**config.mk**
```make
export PLATFORM = sky130hd
export DESIGN_NAME = stream_demux_1x2
export DESIGN_NICKNAME = d
export VERILOG_FILES = /design/src/rtl/mux_pkg.sv /design/src/rtl/skid_fifo2.sv /design/src/rtl/stream_demux_1x2.sv
export SDC_FILE = /design/constraint.sdc
export NUM_CORES = 1
export LEC_CHECK = 0
export ABC_AREA = 1
export CELL_PAD_IN_SITES_DETAIL_PLACEMENT = 1
export CELL_PAD_IN_SITES_GLOBAL_PLACEMENT = 1
export CORE_UTILIZATION = 43
export DETAILED_ROUTE_END_ITERATION = 10
export PLACE_DENSITY = 0.86
export SETUP_SLACK_MARGIN = 0.4
export SYNTH_ARGS = -nofsm -noshare
export SYNTH_HDL_FRONTEND = slang
export SYNTH_HIERARCHICAL = 1
export SYNTH_SLANG_ARGS = --single-unit
```
**constraint.sdc**
```tcl
create_clock -name clk -period 5.3 [get_ports clk]
set_input_delay 0.795 -clock clk [delete_from_list [all_inputs] [get_ports clk]]
set_output_delay 0.795 -clock clk [all_outputs]
set_load 0.01 [all_outputs]
```
**src/rtl/mux_pkg.sv**
```systemverilog
// Shared types and constants for the 1-to-2 stream demultiplexer.
//   demux_state_e : input-side packet state (first beat vs mid-packet)
//   route_e       : destination output selector
//   BUF_DEPTH     : entries per output buffer
package mux_pkg;

  typedef enum {ST_IDLE, ST_BUSY} demux_state_e;

  typedef enum logic {ROUTE0, ROUTE1} route_e;

  localparam int BUF_DEPTH = 2;

endpackage

```
**src/rtl/skid_fifo2.sv**
```systemverilog
// Two-entry FIFO that sits in front of each demux output.
// Ports:
//   clk, rst_n     : clock, async active-low reset
//   push/push_data : write side; caller only pushes when full is low
//   full           : both entries occupied (from registered occupancy)
//   valid/ready    : read-side handshake, head entry on pop_data
//   pop            : head entry leaves this cycle (valid && ready)
// Storage resets to zero so the read data is 0 after reset. The head is read
// straight from storage, so it stays put while the consumer stalls.
module skid_fifo2
  import mux_pkg::*;
#(
  parameter int W = 9
) (
  input  logic         clk,
  input  logic         rst_n,
  input  logic         push,
  input  logic [W-1:0] push_data,
  output logic         full,
  output logic         valid,
  input  logic         ready,
  output logic         pop,
  output logic [W-1:0] pop_data
);

  logic [W-1:0] mem [BUF_DEPTH];
  logic         wr_ptr;
  logic         rd_ptr;
  logic [1:0]   count;
  logic         wr_en;

  assign full     = (count == 2'(BUF_DEPTH));
  assign valid    = (count != 2'd0);
  assign pop      = valid && ready;
  assign pop_data = mem[rd_ptr];
  assign wr_en    = push && !full;

  always_ff @(posedge clk or negedge rst_n) begin
    if (!rst_n) begin
      for (int i = 0; i < BUF_DEPTH; i++) mem[i] <= '0;
      wr_ptr <= 1'b0;
      rd_ptr <= 1'b0;
      count  <= 2'd0;
    end else begin
      if (wr_en) begin
        mem[wr_ptr] <= push_data;
        wr_ptr      <= ~wr_ptr;
      end
      if (pop) rd_ptr <= ~rd_ptr;
      case ({wr_en, pop})
        2'b10:   count <= count + 2'd1;
        2'b01:   count <= count - 2'd1;
        default: count <= count;
      endcase
    end
  end

endmodule

```
**src/rtl/stream_demux_1x2.sv**
```systemverilog
// Registered 1-to-2 stream demultiplexer. Each packet is steered to out0 or
// out1 by in_sel sampled on its first beat; the route is locked until the
// last beat. Each output has its own 2-entry buffer so a stalled output does
// not disturb the other. pkt_cnt0/1 count packets fully delivered (last beat
// popped) per output and wrap.
// Ports:
//   clk, rst_n                        : clock, async active-low reset
//   in_data/in_last/in_sel/in_valid   : input stream, in_ready handshake
//   outK_data/outK_last/outK_valid    : output stream K, outK_ready handshake
//   pkt_cnt0, pkt_cnt1                : delivered-packet counters
//
// state   | meaning
// --------+---------------------------------------------
// ST_IDLE | next accepted beat is a first beat, route = in_sel
// ST_BUSY | mid-packet, route locked to route_q
module stream_demux_1x2
  import mux_pkg::*;
#(
  parameter int WIDTH = 8,
  parameter int CNT_W = 16
) (
  input  logic             clk,
  input  logic             rst_n,
  input  logic [WIDTH-1:0] in_data,
  input  logic             in_last,
  input  logic             in_sel,
  input  logic             in_valid,
  output logic             in_ready,
  output logic [WIDTH-1:0] out0_data,
  output logic             out0_last,
  output logic             out0_valid,
  input  logic             out0_ready,
  output logic [WIDTH-1:0] out1_data,
  output logic             out1_last,
  output logic             out1_valid,
  input  logic             out1_ready,
  output logic [CNT_W-1:0] pkt_cnt0,
  output logic [CNT_W-1:0] pkt_cnt1
);

  demux_state_e state_q, state_d;
  route_e       route_q, route_d;
  route_e       route;
  logic         accept;
  logic         push0, push1;
  logic         full0, full1;
  logic         pop0, pop1;
  logic [WIDTH:0] head0, head1;

  always_ff @(posedge clk or negedge rst_n) begin
    if (!rst_n) begin
      state_q <= ST_IDLE;
      route_q <= ROUTE0;
    end else begin
      state_q <= state_d;
      route_q <= route_d;
    end
  end

  // in_ready depends only on registered occupancy and the route, never on
  // the downstream ready inputs.
  always_comb begin
    state_d  = state_q;
    route_d  = route_q;
    route    = (state_q == ST_IDLE) ? route_e'(in_sel) : route_q;
    in_ready = (route == ROUTE0) ? !full0 : !full1;
    accept   = in_valid && in_ready;
    push0    = accept && (route == ROUTE0);
    push1    = accept && (route == ROUTE1);
    if (accept) begin
      case (state_q)
        ST_IDLE: begin
          if (!in_last) begin
            state_d = ST_BUSY;
            route_d = route;
          end
        end
        ST_BUSY: begin
          if (in_last) state_d = ST_IDLE;
        end
        default: state_d = ST_IDLE;
      endcase
    end
  end

  skid_fifo2 #(.W(WIDTH + 1)) u_buf0 (
    .clk       (clk),
    .rst_n     (rst_n),
    .push      (push0),
    .push_data ({in_last, in_data}),
    .full      (full0),
    .valid     (out0_valid),
    .ready     (out0_ready),
    .pop       (pop0),
    .pop_data  (head0)
  );

  skid_fifo2 #(.W(WIDTH + 1)) u_buf1 (
    .clk       (clk),
    .rst_n     (rst_n),
    .push      (push1),
    .push_data ({in_last, in_data}),
    .full      (full1),
    .valid     (out1_valid),
    .ready     (out1_ready),
    .pop       (pop1),
    .pop_data  (head1)
  );

  assign out0_data = head0[WIDTH-1:0];
  assign out0_last = head0[WIDTH];
  assign out1_data = head1[WIDTH-1:0];
  assign out1_last = head1[WIDTH];

  always_ff @(posedge clk or negedge rst_n) begin
    if (!rst_n) begin
      pkt_cnt0 <= '0;
      pkt_cnt1 <= '0;
    end else begin
      if (pop0 && out0_last) pkt_cnt0 <= pkt_cnt0 + 1'b1;
      if (pop1 && out1_last) pkt_cnt1 <= pkt_cnt1 + 1'b1;
    end
  end

endmodule

```
==> results by group, run 1 <==
Status
  – Outcome: finished clean

Worst setup path
  – CP Class: input port to output pin
  – Worst endpoint required time: 4.51 ns
  – WP data arrival: approximately 2.2 ns
  – CP Capture Type: output pin
  – Worst-path maximum fanout: 3
  – CP startpoint kind: input port

Clock network
  – Cts hold-fix bufs: 0
  – Post-CTS Setup Inserts: 0
  – Clock latency on the worst-skew pair: ~0.35 ns
  – Clock buffer depth: 2
  – Htree depth: 3
  – Root Buffer: clkbuf_8
  – Clock transition at path regs: roughly 0.080 ns
  – CTS buffer count: 9
  – Post-CTS Resized: 0
  – Clk sinks: a little under 80
  – CTS tree: done

Synthesis
  – Synth warn: 6
  – Cell taking the most area after synthesis: dfrtp_1
  – FF+latch count, synth: between 70 and 80
  – Synthesized Nets: a little over 500
  – Main synth FF type: dfrtp_1
  – Commonest cells post-synth: nand2_1 (211), dfrtp_1 (78), nand4_1 (42), inv_1 (41), nand3_1 (18)
  – Cell count after synthesis: roughly 490
  – Area contributors post-synth: dfrtp_1 (48%), nand2_1 (19%), nand4_1 (6.4%)
  – Dominant cell by count in the synthesized netlist: nand2_1
  – Netlist Area Pre-Place: 4080 µm²
  – Average size of a mapped cell: around 8.4 µm²
  – Async SR Flop Fraction: between 90% and 100%
  – Seq/Total Area, Yosys: roughly 48%
  – EDFF count, synth: 0
  – Synth cell types: 29
  – Yosys top cell area share: between 40% and 50%

Layout
  – Fin nets: between 500 and 600
  – FILL cells: 1142
  – Share of cells above drive strength 1: under 10%
  – Finished Cell Area: ~5000 µm²
  – ANT cells: 0
  – Area delta synth->final: 23.5%

Placement
  – Place WS: between 2 and 2.5 ns
  – Dpl cell area: ~4800 µm²
  – HPWL Detailed: approximately 7.1 mm
  – Final RePlAce weighted congestion: 0.802
  – I/O Buffers: 67

STA
  – Count of final setup violators: 0
  – Hold WS: 0.473 ns
  – Minimum clock period after layout: about 2.9 ns
  – Fin worst setup slack: 2.36 ns
  – Final-report max-slew violation count: 0
  – Max_slew headroom: approximately 32%
  – Slew of the pin with the lowest slew margin: ~1.0 ns
  – Setup TNS: 0 ns
  – Max Fclk: roughly 340 MHz
  – Period utilization: between 50% and 60%
  – Hold Vio Cnt, Final: 0
  – RSZ-0062 raised after global routing: no
  – Clock Skews: 0.00970 ns

Die
  – Die Wd: 99.4 µm
  – FP Rows: 35
  – Die H: just under 100 µm
  – Die area: ~10000 µm²
  – Io pins: 68
  – Core area: slightly above 9000 µm²
  – Initial core utilization: between 40% and 50%

GRT
  – GRT Total Usage: approximately 22%
  – GRT overflow: 0
  – Antenna violations before repair: 0
  – Number of global-route vias before repair: approximately 3600
  – Largest net degree at the start of global routing: 79
  – First-pass GRT wire length: approximately 17 mm

Routing
  – Drt total wl: around 10 mm
  – DRC: 0
  – First-pass DRT Iterations: 4
  – Initial DRC Count: between 100 and 150
  – Wire per inst: approximately 15 µm
  – Final ANT Viol Nets: 0
  – Vias: 3470
  – Vias per cell: 5.04

Flow run
  – MaxCap Viol Count: 0

Min path
  – Hold/Removal Path Class: register to register

Power and ir drop
  – VDD IR max: 0.261 mV
  – Power, Total: approximately 2.6 mW
  – Pwr Density: about 520 nW/µm²
  – Leak pwr: 2.59 nW
## per-layer routing
layer | vias up | track usage (%) | part of all wire [%]
li1 | 1688 | - | -
met1 | 1703 | 27.8 | 42
met2 | 65 | 39.1 | 52
met5 | - | 0 | 0
met4 | 0 | 8.48 | 1.7
met3 | 14 | 4.01 | 3.5
## cell families (layout without fill, tap and decap cells)
logic type                 Yosys count  count (layout)  share of synthesized area (%)
and+or+nand+nor                    320             320                           38.1
xor gates and xnor gates            23              23                           4.93
AOI/OAI and AO/OA                    3               3                          0.368
buffers and inverters               59             132                           7.57
DFF                                 78              78                           47.8
adders and majority gates            4               4                           1.23
## cell usage in the layout (no fill, tap or decap), types with 5 or more instances in the layout
master and n:
dfrtp_1 78, nand3_1 18, nand2_1 211, nand2_4 6, nand2_2 5, clkbuf_8 11
xor2_1 10, nor2_1 13, xnor2_1 13, nor2_4 6, nand4_1 42, clkdlybuf4s50_1 66
inv_1 41
## critical path, cell delays in order
cell             delay, ns
clkdlybuf4s50_1       0.48
inv_1                 0.04
nand2_1               0.09
nand3b_1              0.10
nand2_1               0.09
clkdlybuf4s50_1       0.54
## layout make-up
class / count / area (µm²) / share of cell area, %
clock buffers: 13 / 159 / 3.15
multi-input cells: 350 / 1820 / 36.1
inverters: 47 / 176 / 3.50
clock inverters: 3 / 90.1 / 1.79
flip-flops and latches: 78 / 1950 / 38.7
repair buffers: 69 / 683 / 13.5
well taps: 129 / 161 / 3.20
## metrics by stage
stage	cells	util [%]
2_1_floorplan	487	-
3_3_place_gp	673	51.9
3_5_place_dp	673	51.9
4_1_cts	689	54.6
5_1_grt	689	54.6
6_report	689	54.6
## path summary, 6_finish.rpt
| path | startpoint | to | slack (ns) | cells after the start |
|---|---|---|---|---|
| setup / recovery | in_sel | in_ready | 2.36 | 6 |
| hold / removal | pkt_cnt0[15]$_DFFE_PN0P_ | pkt_cnt0[15]$_DFFE_PN0P_ | 0.47 | 1 |
| setup reg to reg | u_buf1/count[0]$_DFFE_PN0P_ | u_buf1/count[1]$_DFFE_PN0P_ | 3.09 | 12 |
| hold reg to reg | pkt_cnt0[15]$_DFFE_PN0P_ | pkt_cnt0[15]$_DFFE_PN0P_ | 0.47 | 1 |
| max in group asynchronous | rst_n | u_buf1/mem[7]$_DFFE_PN0P_ | 4.03 | 1 |
| min in group asynchronous | rst_n | pkt_cnt1[15]$_DFFE_PN0P_ | 0.58 | 1 |
## state kept, by name (all words and copies together), names as in the netlist
register	count
u_buf0/mem	18
pkt_cnt1	16
route_q	1
u_buf0/wr_ptr	1
u_buf1/wr_ptr	1
pkt_cnt0	16
u_buf1/rd_ptr	1
u_buf0/rd_ptr	1
u_buf1/count	2
u_buf1/mem	18
u_buf0/count	2
state_q	1
## power breakdown
part / total (mW) / leakage [nW] / switching [mW] / internal (mW)
sequential: 0.983 / 0.989 / 0.196 / 0.787
combinational: 1.08 / 1.47 / 0.628 / 0.456
clock: 0.556 / 0.124 / 0.217 / 0.340
total: 2.62 / 2.59 / 1.04 / 1.58
Note: power is estimated with default switching activity, not from simulation.
==> run 2, diff against run 1 <==
CORE_UTILIZATION = 36   (was 43)
PLACE_DENSITY = 0.77   (was 0.86)
clock period = 2.4 ns   (was 5.3 ns; I/O delays follow)
==> run 2 against run 1 <==
Compared with the run above:
- the flow now finishes with violations (hold timing)
- clock-buffer cell count shrank 2
- die area rose by 19%
- worst hold slack got worse by 0.48 ns
- first-iteration DRC count rose by 17%
- clock skew fell by 0.0019 ns
- core utilization down 6.8 points
- sequential power increased by 110%
- clock power increased to 2.7 times the previous value
- non-clock buffer count rose by 8
- global-route usage decreased by 3.0 points
- power grew 130%
- critical path type is now register to output pin
- critical endpoint is now out0_last
- largest power group unchanged
==> results by group, run 2 (synthesized netlist as in run 1, its figures left out) <==
STA
  – RSZ-0062 raised after global routing: yes (was no)
  – Slew of the pin with the lowest slew margin: 0.515 ns (was 1.02 ns)
  – Setup TNS: 0 ns (unchanged)
  – Clock Skews: 0.00777 ns (was 0.00970 ns)
  – Period utilization: between 80% and 90%
  – Max Fclk: between 500 and 600 MHz
  – Hold Vio Cnt, Final: 3 (was 0)
  – Final-report max-slew violation count: 0 (unchanged)
  – Minimum clock period after layout: slightly below 2 ns
  – Max_slew headroom: 65.6% (was 32.2%)
  – Count of final setup violators: 0 (unchanged)
  – Hold WS: -0.00546 ns (was 0.473 ns)
  – Fin worst setup slack: 0.434 ns (was 2.36 ns)

Worst setup path
  – WP data arrival: 1.61 ns (was 2.15 ns)
  – CP Class: register to output pin (was input port to output pin)
  – Critical path origin: u_buf0/rd_ptr$_DFFE_PN0P_ (was in_sel)
  – Launching point of the worst reg2reg path: u_buf0/count[1]$_DFFE_PN0P_ (was u_buf1/count[0]$_DFFE_PN0P_)
  – CP startpoint kind: register (was input port)
  – Worst endpoint required time: 2.04 ns (was 4.51 ns)
  – Worst-path maximum fanout: 10 (was 3)
  – CP Capture Type: output pin (unchanged)

Status
  – Outcome: finished with violations (was finished clean)
  – Failing checks: hold timing

Layout
  – Fin nets: 582 (was 574)
  – Top flop regs: u_buf0/mem: 18 flops, u_buf1/mem: 18 flops (unchanged)
  – FILL cells: 1328 (was 1142)
  – Footprint of the multi-input gates: 1820 µm² (unchanged)
  – Most frequent cells in the layout: nand2_1 (211), dfrtp_1 (78), clkdlybuf4s50_1 (59) (was nand2_1 (211), dfrtp_1 (78), clkdlybuf4s50_1 (66))
  – Share of cells above drive strength 1: 10.8% (was 8.93%)
  – Area delta synth->final: 28.1% (was 23.5%)
  – ANT cells: 0 (unchanged)
  – Commonest non-fill, non-tap cell in the layout: nand2_1 (unchanged)
  – Finished Cell Area: 5230 µm² (was 5040 µm²)
  – Flip-flop and latch area: 1950 µm² (unchanged)
  – Non-Filler Instances: 707 (was 689)

Die
  – Initial core utilization: 37.3% (was 44.2%)
  – Die H: 108 µm (was 99.4 µm)
  – Die area: 11800 µm² (was 9890 µm²)
  – Core area: 10900 µm² (was 9240 µm²)
  – Io pins: 68 (unchanged)
  – Die Wd: 108 µm (was 99.4 µm)
  – FP Rows: 38 (was 35)

Routing
  – Wire per inst: 14.7 µm (was 14.8 µm)
  – Final ANT Viol Nets: 0 (unchanged)
  – Vias: 3473 (was 3470)
  – First-pass DRT Iterations: 4 (unchanged)
  – DRC: 0 (unchanged)
  – Drt total wl: 10.4 mm (was 10.2 mm)
  – Initial DRC Count: 127 (was 109)
  – Vias per cell: 4.91 (was 5.04)

Power and ir drop
  – Leak pwr: 2.75 nW (was 2.59 nW)
  – Power, Total: 6.12 mW (was 2.62 mW)
  – Pwr Density: 1170 nW/µm² (was 520 nW/µm²)
  – VDD IR max: 0.541 mV (was 0.261 mV)

Clock network
  – Clock latency on the worst-skew pair: 0.33 ns (was 0.35 ns)
  – Clk sinks: 78 (unchanged)
  – Cts hold-fix bufs: 0 (unchanged)
  – Clock buffer depth: 2 (unchanged)
  – Htree depth: 3 (unchanged)
  – CTS buffer count: 9 (unchanged)
  – Root Buffer: clkbuf_16 (was clkbuf_8)
  – CTS tree: done (unchanged)
  – Clock transition at path regs: 0.06 ns (was 0.08 ns)

GRT
  – Largest net degree at the start of global routing: 45 (was 79)
  – GRT overflow: 0 (unchanged)
  – Number of global-route vias before repair: 3668 (was 3620)
  – GRT Total Usage: 19.5% (was 22.5%)
  – First-pass GRT wire length: 17.6 mm (was 17.4 mm)
  – Antenna violations before repair: 0 (unchanged)

Placement
  – HPWL Detailed: 7.47 mm (was 7.14 mm)
  – Dpl cell area: 4860 µm² (was 4790 µm²)
  – # placed instances: 689 (was 673)
  – Final RePlAce weighted congestion: 0.798 (was 0.802)
  – Place WS: 0.282 ns (was 2.36 ns)
  – I/O Buffers: 67 (unchanged)

Min path
  – Hold/Removal Path Class: input port to asynchronous set/reset pin (was register to register)

Flow run
  – MaxCap Viol Count: 0 (unchanged)
-- run 2: changes by cell type in the layout (fill, tap and decap cells not counted), sizes merged --
cell,delta
buf,+8
clkdlybuf4s50,-7
clkbuf,-2
bufinv,-1
dlymetal6s2s,+6
inv,+1
clkinv,+1
dlygate4sd2,+1
-- run 2: final timing paths --
path | depth (start not counted) | slack (ns) | to
worst min-delay path | 1 | -0.005 | pkt_cnt1[14]$_DFFE_PN0P_
worst min register to register | 2 | 0.47 | u_buf0/mem[1]$_DFFE_PN0P_
max in group asynchronous | 2 | 1.79 | pkt_cnt1[7]$_DFFE_PN0P_
worst max register to register | 10 | 0.54 | u_buf0/count[1]$_DFFE_PN0P_
worst max-delay path | 4 | 0.43 | out0_last
min in group clk | 2 | 0.47 | u_buf0/mem[1]$_DFFE_PN0P_
-- run 2: final cells by class --
| cell class | count | share of cell area [%] |
|---|---|---|
| Inverter | 47 | 3.45 |
| Multi-Input combinational cell | 350 | 34.8 |
| Timing Repair Buffer | 77 | 14.9 |
| Clock buffer | 11 | 4.83 |
| Sequential cell | 78 | 37.3 |
| Clock inverter | 4 | 1.34 |
| Tap cell | 140 | 3.35 |
-- run 2: worst max-delay path: stages, from the launching register on --
cell and delay [ns]:
dfrtp_1 0.40, clkinv_2 0.15, nand2_1 0.07, nand2_1 0.11, clkdlybuf4s50_1 0.55
-- run 2: metal layers --
metal / vias up / share of wire, % / global-route usage (%)
met5: - / 0 / 0
met3: 7 / 3.4 / 4.64
met4: 0 / 0.98 / 5.21
li1: 1699 / - / -
met1: 1713 / 45 / 24.0
met2: 54 / 50 / 34.0
-- run 2: what timing repair did --
action	CTS	global route
buffers inserted	3	0
gates resized for setup	3	9
endpoints found under the setup margin	19	11
hold endpoints to repair	0	0
pin swaps	0	0
-- run 2: where the power goes --
part           total [mW]  leakage [nW]  switching, mW  internal [mW]
Sequential           2.11         0.989          0.368           1.74
Clock                1.48         0.161          0.526          0.958
Combinational        2.52          1.60           1.45           1.07
-- run 2: through the flow --
step,hold slack (ns),util (%)
4_1_cts,0.00650,47.6
6_report,-0.00546,47.8
3_3_place_gp,0.363,44.4
3_5_place_dp,0.366,44.4
2_1_floorplan,0.0644,-
5_1_grt,0.0217,47.8
==> run 3, diff against run 2 <==
CORE_UTILIZATION = 40   (was 36)
PLACE_DENSITY = 0.81   (was 0.77)
clock period = 2.01 ns   (was 2.4 ns; I/O delays follow)
==> run 3 against run 2 <==
Compared with the run above:
- the run now ends clean
- power grew 40%
- sequential share of layout area shrank 4.8 points
- highest routed layer unchanged
- core utilization grew 13 points
- cell area grew 15%
- largest power group unchanged
- largest cell class is now multi-input combinational cells
- routed wire length grew 39%
- clock-buffer cell count shrank 1
- via count grew 15%
- critical path depth grew 6
- register-to-register slack lost 0.29 ns
==> results by group, run 3 (synthesized netlist as in run 1, its figures left out) <==
Worst setup path
  – CP max-delay cell: dfrtp_1 (was clkdlybuf4s50_1)
  – Worst-path maximum fanout: 3 (was 10)
  – Worst endpoint required time: 2.26 ns (was 2.04 ns)
  – Cell mode on critical path: inv_2 (was nand2_1)
  – Termination of the worst setup path: u_buf0/count[1]$_DFFE_PN0P_ (was out0_last)
  – Launching point of the worst reg2reg path: u_buf0/count[0]$_DFFE_PN0P_ (was u_buf0/count[1]$_DFFE_PN0P_)
  – R2R cell count: 10 (unchanged)
  – CP top delay family: simple AND/OR/NAND/NOR gates (was buffers and inverters)
  – CP peak stage delay: 0.38 ns (was 0.55 ns)
  – CP Capture Type: register (was output pin)
  – CP startpoint kind: register (unchanged)
  – Reg2Reg Setup Slack: 0.25 ns (was 0.54 ns)
  – CP Cell Sequence: inv_2 -> nand2_4 -> inv_2 -> nand3b_1 -> nor2_4 -> nand2_4 -> ha_4 -> inv_2 -> nand4_1 -> nand2_1 (was clkinv_2 -> nand2_1 -> nand2_1 -> clkdlybuf4s50_1)
  – Worst path depth: 10 (was 4)
  – Crit path buffers/inverters: 3 (was 2)
  – FF-to-FF End: u_buf0/count[1]$_DFFE_PN0P_ (unchanged)
  – CP Class: register to register (was register to output pin)
  – WP data arrival: 2.01 ns (was 1.61 ns)
  – Critical path origin: u_buf0/count[0]$_DFFE_PN0P_ (was u_buf0/rd_ptr$_DFFE_PN0P_)

Clock network
  – CTS tree: done (unchanged)
  – Clk sinks: 78 (unchanged)
  – Clock latency on the worst-skew pair: 0.36 ns (was 0.33 ns)
  – Root Buffer: clkbuf_8 (was clkbuf_16)
  – CTS buffer count: 9 (unchanged)
  – Htree depth: 3 (unchanged)
  – Clock transition at path regs: 0.09 ns (was 0.06 ns)
  – Clock buffer depth: 2 (unchanged)

GRT
  – Number of global-route vias before repair: 3990 (was 3668)
  – First-pass GRT wire length: 19.3 mm (was 17.6 mm)
  – Largest net degree at the start of global routing: 53 (was 45)
  – Antenna violations before repair: 0 (unchanged)
  – GRT overflow: 0 (unchanged)
  – GRT Total Usage: 24.0% (was 19.5%)

Routing
  – Initial DRC Count: 117 (was 127)
  – Vias per cell: 5.25 (was 4.91)
  – DRC: 0 (unchanged)
  – Final ANT Viol Nets: 0 (unchanged)
  – Vias: 4000 (was 3473)
  – Met3 wire length: 562 µm (was 349 µm)
  – First-pass DRT Iterations: 4 (unchanged)
  – Drt total wl: 14.5 mm (was 10.4 mm)
  – DR WL met2: 7.98 mm (was 5.24 mm)
  – Wire per inst: 19.0 µm (was 14.7 µm)
  – Highest routed layer: met4 (unchanged)
  – Met1 wire length: 5.55 mm (was 4.72 mm)

Power and ir drop
  – Pwr Density: 1430 nW/µm² (was 1170 nW/µm²)
  – Leak pwr: 3.17 nW (was 2.75 nW)
  – VDD IR max: 1.00 mV (was 0.541 mV)
  – Power, Total: 8.57 mW (was 6.12 mW)

STA
  – Max_slew headroom: 56.7% (was 65.6%)
  – RSZ-0062 raised after global routing: yes (unchanged)
  – Clock Skews: 0.0160 ns (was 0.00777 ns)
  – Count of final setup violators: 0 (unchanged)
  – Final-report max-slew violation count: 0 (unchanged)
  – Minimum clock period after layout: around 1.8 ns
  – Period utilization: around 87%
  – Slew of the pin with the lowest slew margin: 0.649 ns (was 0.515 ns)
  – Hold Vio Cnt, Final: 0 (was 3)
  – Max Fclk: ~570 MHz
  – Hold WS: 0.403 ns (was -0.00546 ns)

Layout
  – Top flop regs: u_buf0/mem: 18 flops, u_buf1/mem: 18 flops (unchanged)
  – Area delta synth->final: 47.2% (was 28.1%)
  – Fin nets: 644 (was 582)
  – Commonest non-fill, non-tap cell in the layout: nand2_1 (unchanged)
  – Share of cells above drive strength 1: 37.4% (was 10.8%)
  – Most frequent cells in the layout: nand2_1 (144), dfrtp_1 (74), nand2_2 (61) (was nand2_1 (211), dfrtp_1 (78), clkdlybuf4s50_1 (59))
  – ANT cells: 0 (unchanged)

Die
  – Die area: 10600 µm² (was 11800 µm²)
  – Die Wd: 103 µm (was 108 µm)
  – Die H: 103 µm (was 108 µm)
  – Initial core utilization: 41.6% (was 37.3%)
  – Core area: 9820 µm² (was 10900 µm²)
  – FP Rows: 36 (was 38)
  – Io pins: 68 (unchanged)

Min path
  – Hold/Removal Path Class: input port to asynchronous set/reset pin (unchanged)

Placement
  – Final RePlAce weighted congestion: 0.762 (was 0.798)
  – I/O Buffers: 67 (unchanged)
  – HPWL Detailed: 8.02 mm (was 7.47 mm)

Flow run
  – MaxCap Viol Count: 0 (unchanged)

Status
  – Outcome: finished clean (was finished with violations)
-- run 3: cell count changes in the layout (fill, tap and decap cells not counted), sizes merged --
cell,delta
clkdlybuf4s50,-33
dlygate4sd2,+13
clkbuf,+1
dlygate4sd3,+1
clkinv,+1
buf,+75
inv,+1
dlymetal6s2s,-1
nand3,+4
-- run 3: how the worst min path moves through the flow --
stage               startpoint                  endpoint  cells past startpoint
floorplan                rst_n   pkt_cnt0[0]$_DFFE_PN0P_                      0
global placement         rst_n   pkt_cnt0[5]$_DFFE_PN0P_                      1
detailed placement       rst_n   pkt_cnt0[4]$_DFFE_PN0P_                      1
CTS                      rst_n   pkt_cnt1[8]$_DFFE_PN0P_                      2
global route             rst_n  pkt_cnt1[12]$_DFFE_PN0P_                      2
finish                   rst_n   pkt_cnt1[8]$_DFFE_PN0P_                      2
-- run 3: power breakdown --
part           internal, mW  leakage [nW]  switching (mW)  total [mW]
logic                  2.02          2.09            2.61        4.63
clock network         0.688         0.106           0.612        1.30
registers              2.08         0.983           0.550        2.63
-- run 3: stage by stage --
step           utilization [%]  setup TNS [ns]  setup slack (ns)  instances  instance area (µm²)
2_1_floorplan                -               0             0.194        487                 4130
3_3_place_gp              50.3               0            0.0807        686                 4940
3_5_place_dp              50.3        -0.00188          -0.00188        686                 4940
4_1_cts                   55.9               0             0.206        745                 5490
5_1_grt                   61.2               0             0.175        762                 6010
6_report                  61.2               0             0.253        762                 6010
-- run 3: area by class of cell --
type / count / area [µm²]
fillers: 1177 / 3810
multi-input cells: 354 / 2230
flip-flops and latches: 78 / 1960
repair buffers: 134 / 1240
inverters: 47 / 206
well taps: 133 / 166
clock buffers: 10 / 128
clock inverters: 5 / 75.1
repair inverters: 1 / 6.26
-- run 3: per-layer routing --
layer | global-route usage, % | up-vias
li1 | - | 1841
met4 | 7.69 | 0
met3 | 4.61 | 29
met2 | 45.8 | 119
met5 | 0 | -
met1 | 26.7 | 2011
-- run 3: repair_timing --
| item | CTS | global route |
|---|---|---|
| hold buffers | 1 | 0 |
| setup buffers | 41 | 12 |
| cloned | 2 | 5 |
| setup endpoints to repair | 103 | 81 |
| endpoints found under the hold margin | 26 | 0 |
| gates resized for setup | 126 | 121 |
| pin swaps | 14 | 47 |
